File: src/rtl/demux_seq_pkg.sv
// Shared constants, FSM state type and one-hot helper for the demux select sequencer.
package demux_seq_pkg;

    localparam int NUM_CH  = 8;
    localparam int CH_W    = 3;
    localparam int DWELL_W = 4;

    typedef enum logic [1:0] {
        IDLE  = 2'd0,
        DRIVE = 2'd1,
        GAP   = 2'd2
    } seq_state_t;

    function automatic logic [NUM_CH-1:0] onehot(input logic [CH_W-1:0] ch);
        logic [NUM_CH-1:0] code;
        code     = '0;
        code[ch] = 1'b1;
        return code;
    endfunction

endpackage

File: src/rtl/onehot_enc_3_8.sv
// Combinational 3-to-8 one-hot encoder with enable; output is all-zero when disabled.
module onehot_enc_3_8
    import demux_seq_pkg::*;
(
    input  logic [CH_W-1:0]   idx,
    input  logic              en,
    output logic [NUM_CH-1:0] code
);

    always_comb begin
        code = '0;
        if (en) begin
            code = onehot(idx);
        end
    end

endmodule

File: src/rtl/demux_sel_sequencer.sv
// Sequences one-hot select codes for a 1:8 demux with a forced all-zero gap between channels.
// Optional channel sweep mode is enabled by defining SEQ_SCAN_EN (adds the i_scan input).
module demux_sel_sequencer
    import demux_seq_pkg::*;
(
    input  logic               i_clk,
    input  logic               i_rst,
    input  logic               i_valid,
    output logic               o_ready,
    input  logic [CH_W-1:0]    i_ch,
    input  logic               i_data,
    input  logic [DWELL_W-1:0] i_dwell,
`ifdef SEQ_SCAN_EN
    input  logic               i_scan,
`endif
    output logic               o_a,
    output logic [NUM_CH-1:0]  o_sel_code,
    output logic               o_busy,
    output logic               o_done
);

    seq_state_t         state, state_n;
    logic [DWELL_W-1:0] cnt, cnt_n;
    logic [DWELL_W-1:0] dwell_q, dwell_n;
    logic [CH_W-1:0]    ch_q, ch_n;
    logic               data_q, data_n;
    logic               scan_q, scan_n;
    logic [CH_W-1:0]    left_q, left_n;
    logic               done_n;
    logic               scan_in;
    logic [NUM_CH-1:0]  sel_n;

`ifdef SEQ_SCAN_EN
    assign scan_in = i_scan;
`else
    assign scan_in = 1'b0;
`endif

    // left_q counts channels still to visit after the current one in a sweep
    always_comb begin
        state_n = state;
        cnt_n   = cnt;
        dwell_n = dwell_q;
        ch_n    = ch_q;
        data_n  = data_q;
        scan_n  = scan_q;
        left_n  = left_q;
        done_n  = 1'b0;
        case (state)
            IDLE: begin
                if (i_valid && o_ready) begin
                    state_n = DRIVE;
                    cnt_n   = i_dwell;
                    dwell_n = i_dwell;
                    ch_n    = i_ch;
                    data_n  = i_data;
                    scan_n  = scan_in;
                    left_n  = scan_in ? CH_W'(NUM_CH - 1) : '0;
                end
            end
            DRIVE: begin
                if (cnt == '0) begin
                    state_n = GAP;
                    done_n  = !(scan_q && (left_q != '0));
                end else begin
                    cnt_n = cnt - 1'b1;
                end
            end
            GAP: begin
                if (scan_q && (left_q != '0)) begin
                    state_n = DRIVE;
                    ch_n    = ch_q + 1'b1;
                    left_n  = left_q - 1'b1;
                    cnt_n   = dwell_q;
                end else begin
                    state_n = IDLE;
                end
            end
            default: begin
                state_n = IDLE;
            end
        endcase
    end

    onehot_enc_3_8 u_enc (
        .idx  (ch_n),
        .en   (state_n == DRIVE),
        .code (sel_n)
    );

    // Outputs are registered from the next-state view so they line up with the state register
    always_ff @(posedge i_clk) begin
        if (i_rst) begin
            state      <= IDLE;
            cnt        <= '0;
            dwell_q    <= '0;
            ch_q       <= '0;
            data_q     <= 1'b0;
            scan_q     <= 1'b0;
            left_q     <= '0;
            o_sel_code <= '0;
            o_a        <= 1'b0;
            o_busy     <= 1'b0;
            o_done     <= 1'b0;
            o_ready    <= 1'b1;
        end else begin
            state      <= state_n;
            cnt        <= cnt_n;
            dwell_q    <= dwell_n;
            ch_q       <= ch_n;
            data_q     <= data_n;
            scan_q     <= scan_n;
            left_q     <= left_n;
            o_sel_code <= sel_n;
            o_a        <= (state_n == DRIVE) && data_n;
            o_busy     <= (state_n != IDLE);
            o_done     <= done_n;
            o_ready    <= (state_n == IDLE);
        end
    end

endmodule

File: config.mk
export PLATFORM = sky130hd
export DESIGN_NAME = demux_sel_sequencer
export DESIGN_NICKNAME = d
export VERILOG_FILES = /design/src/rtl/demux_seq_pkg.sv /design/src/rtl/onehot_enc_3_8.sv /design/src/rtl/demux_sel_sequencer.sv
export SDC_FILE = /design/constraint.sdc
export NUM_CORES = 1
export LEC_CHECK = 0
export BUFFER_PORTS_ARGS = -buffer_cell sky130_fd_sc_hd__buf_2
export CAP_MARGIN = 20
export CORE_MARGIN = 2
export CORE_UTILIZATION = 54
export CTS_CLUSTER_SIZE = 30
export DETAILED_ROUTE_END_ITERATION = 8
export GPL_TIMING_DRIVEN = 0
export HOLD_SLACK_MARGIN = 0.05
export PLACE_DENSITY = 0.9
export REMOVE_ABC_BUFFERS = 1
export SKIP_CTS_REPAIR_TIMING = 1
export SYNTH_ARGS = -nofsm -noshare
export SYNTH_HDL_FRONTEND = slang
export SYNTH_HIERARCHICAL = 1
export SYNTH_SLANG_ARGS = --single-unit
File: constraint.sdc
create_clock -name i_clk -period 4.81 [get_ports i_clk]
set_input_delay 0.481 -clock i_clk [delete_from_list [all_inputs] [get_ports i_clk]]
set_output_delay 0.481 -clock i_clk [all_outputs]
set_load 0.01 [all_outputs]
==> impl_metrics.env <==
export IMPL_yosys_area_share_xor_xnor_pct=0
export IMPL_cts_buffers=3
export IMPL_via_per_inst=5.51
export IMPL_synth_area_mux_share_pct=0
export IMPL_switchingPower_mw=0.124
export IMPL_synth_top_area_share_pct=49.0
export IMPL_fin_cells=134
export IMPL_syn_to_final_growth_pct=19.1
export IMPL_reg2reg_to="o_sel_code[5]$_SDFF_PP0_"
export IMPL_die_w_um=44.8
export IMPL_fmax_ghz=0.539
export IMPL_hold_end="ch_q[2]$_SDFF_PP0_"
export IMPL_grt_remaining_overflow=0
export IMPL_dp_hpwl_um=1110
export IMPL_path_cells="inv_1, ha_1, or3b_4, a21oi_4, inv_2, and4b_2, nor2b_1"
export IMPL_dp_cells=130
export IMPL_io_pins=23
export IMPL_rows=14
export IMPL_fin_skew_ns=0.00392
export IMPL_cts_sinks=22
export IMPL_grtUsageMet3_pct=1.20
export IMPL_synth_compound_area_share_pct=12.7
export IMPL_outcome="finished clean"
export IMPL_synthCells=95
export IMPL_rsz0062_at_grt="no"
export IMPL_die_y_um=44.8
export IMPL_htree_levels=1
export IMPL_maxCapViolations=0
export IMPL_yosysSeqAreaShare_pct=49.0
export IMPL_fin_crit_sh_pct=38.6
export IMPL_setup_tns_ns=0
export IMPL_seqPwrFrac_pct=46.2
export IMPL_p_per_area_nw_per_um2=420
export IMPL_cp_slowest_cell="or3b_4"
export IMPL_path_clk_slew_ns=0.12
export IMPL_grt_max_degree=22
export IMPL_r2r_start="cnt[0]$_SDFFE_PP0P_"
export IMPL_peakVddDrop_mv=0.319
export IMPL_busiest_layer="met2"
export IMPL_endpoint_kind="flop"
export IMPL_reg2reg_setup_slack_ns=2.96
export IMPL_crit_buf_inv=2
export IMPL_postRouteAntennaNets=0
export IMPL_detail_route_wl_per_cell_um=12.3
export IMPL_yosysUniqueCellTypes=26
export IMPL_grt_pass1_vias=624
export IMPL_yosys_area_share_adder_pct=1.39
export IMPL_grtUsageTotal_pct=17.8
export IMPL_critPathKind="flop to flop"
export IMPL_ys_top_cells_by_area="dfxtp_1 49%, a21oi_1 5.6%, and4bb_2 5.6%, nor2b_1 5.6%, nand2_1 5.4%"
export IMPL_grt_first_pass_wirelength_um=2620
export IMPL_finalSetupViolCount=0
export IMPL_design_core_area_um2=1540
export IMPL_final_hold_viol_count=0
export IMPL_ctsRootBufferMaster="clkbuf_4"
export IMPL_yosys_area_top_type="dfxtp_1"
export IMPL_avgSynthCellArea_um2=9.47
export IMPL_wl_um=1650
export IMPL_tritoncts="done"
export IMPL_synth_cell_area_um2=900
export IMPL_synth_ff_type="dfxtp_1"
export IMPL_path_max_fanout=13
export IMPL_hp_class="input port to flop"
export IMPL_synth_edf_count=0
export IMPL_worstPathArrival_ns=2.05
export IMPL_stdcell_area_um2=1070
export IMPL_synth_top_family_by_area="simple AND/OR/NAND/NOR gates"
export IMPL_firstDrtPassIters=4
export IMPL_num_vias=738
export IMPL_yosysWarnings=6
export IMPL_gr_usage_met2_pct=29.6
export IMPL_diodes=0
export IMPL_gp_congestion=0.764
export IMPL_min_from="i_ch[2]"
export IMPL_p_total_mw=0.450
export IMPL_nets=131
export IMPL_netSwitchingFraction_pct=27.5
export IMPL_antenna_found_initial=0
export IMPL_drive_above_1_share_pct=33.1
export IMPL_crit_family="simple AND/OR/NAND/NOR gates"
export IMPL_synthArstFlopShare_pct=0
export IMPL_numPortBuffers=22
export IMPL_synth_seq_cells=22
export IMPL_setup_slack_ns=2.96
export IMPL_clkPwrFrac_pct=30.9
export IMPL_postPlaceCellArea_um2=1020
export IMPL_critPathLaunchType="flop"
export IMPL_holdPathStages=3
export IMPL_start_util_pct=58.4
export IMPL_worstMarginPinSlew_ns=0.365
export IMPL_drc=0
export IMPL_critPathMaxStageDelay_ns=0.41
export IMPL_intPower_mw=0.326
export IMPL_p_leak_nw=0.472
export IMPL_final_cell_mix="22 x dfxtp_1, 22 x buf_2, 13 x nand2_1"
export IMPL_drtIter0Drc=13
export IMPL_period_minus_slack_ns=1.85
export IMPL_maxSlewHeadroom_pct=75.7
export IMPL_clock_path_buffers=2
export IMPL_grt_use_met1_pct=23.6
export IMPL_crit_required_ns=5.01
export IMPL_dieArea_um2=2010
export IMPL_synth_simple_area_share_pct=34.1
export IMPL_p_comb_share_pct=22.9
export IMPL_place_ws_ns=2.99
export IMPL_final_max_slew_violation_count=0
export IMPL_clock_latency_ns=0.30
export IMPL_r2r_cells=7
[power by group through the flow]
stage / Combinational, mW / Clock, mW / Sequential (mW)
final: 0.103 / 0.139 / 0.208
after global routing: 0.115 / 0.145 / 0.210
after CTS: 0.103 / 0.142 / 0.208
after detailed placement: 0.102 / 0 / 0.211
after global placement: 0.0977 / 0 / 0.211
after floorplan: 0.0718 / 0 / 0.213
[per-layer routing]
metal  part of all wire (%)  vias up
li1                       -      381
met1                     45      334
met2                     48       21
met3                    5.7        2
met4                   0.97        0
met5                      0        -
[worst reg2reg max path, delay by kind of cell, from the launching register on]
kind	cells	cell delay [ns]
simple gates	3	0.78
flops	1	0.33
buf+inv	2	0.23
fa+ha+maj	1	0.20
compound gates	1	0.22
[stage by stage]
stage | utilization (%) | hold WS (ns)
final | 69.5 | 0.432
after global routing | 69.5 | 0.445
after CTS | 69.5 | 0.422
after detailed placement | 66.1 | 0.448
after global placement | 66.1 | 0.441
after floorplan | - | 0.426
[worst max-delay path by stage]
stage                        startpoint  depth (start not counted)  slack [ns]                       end
detailed placement  cnt[0]$_SDFFE_PP0P_                          7        2.99  o_sel_code[4]$_SDFF_PP0_
global placement    cnt[0]$_SDFFE_PP0P_                          7        3.01  o_sel_code[1]$_SDFF_PP0_
CTS                 cnt[0]$_SDFFE_PP0P_                          7        2.98  o_sel_code[4]$_SDFF_PP0_
global route        cnt[0]$_SDFFE_PP0P_                          7        2.87  o_sel_code[7]$_SDFF_PP0_
finish              cnt[0]$_SDFFE_PP0P_                          7        2.96  o_sel_code[5]$_SDFF_PP0_
floorplan           cnt[0]$_SDFFE_PP0P_                          7        3.14  o_sel_code[7]$_SDFF_PP0_
[flip-flops by register name, summed over array words and instances, names as in the netlist]
register / cells
ch_q: 3
o_done: 1
o_busy: 1
data_q: 1
o_ready: 1
o_sel_code: 8
state: 2
cnt: 4
o_a: 1
[cells by family after synthesis]
kind of cell	after synthesis
compound gates	18
simple gates	47
buf+inv	7
flops	22
fa+ha+maj	1
[cell type report]
type	instances	area, µm²
fillers	124	470
flip-flops and latches	22	440
multi-input cells	66	433
repair buffers	22	110
clock inverters	1	30.0
clock buffers	3	22.5
well taps	16	20.0
inverters	4	15.0
[cell usage after synthesis (2+ instances only)]
cell / instances
and4b_2: 3
inv_1: 3
and2_1: 2
nor2_1: 5
a21oi_1: 10
nand2b_1: 2
clkbuf_1: 3
nor2b_1: 8
dfxtp_1: 22
o21ai_0: 5
and4bb_2: 4
nor4_1: 2
nand2_1: 13
(Power assumes the default switching activity.)
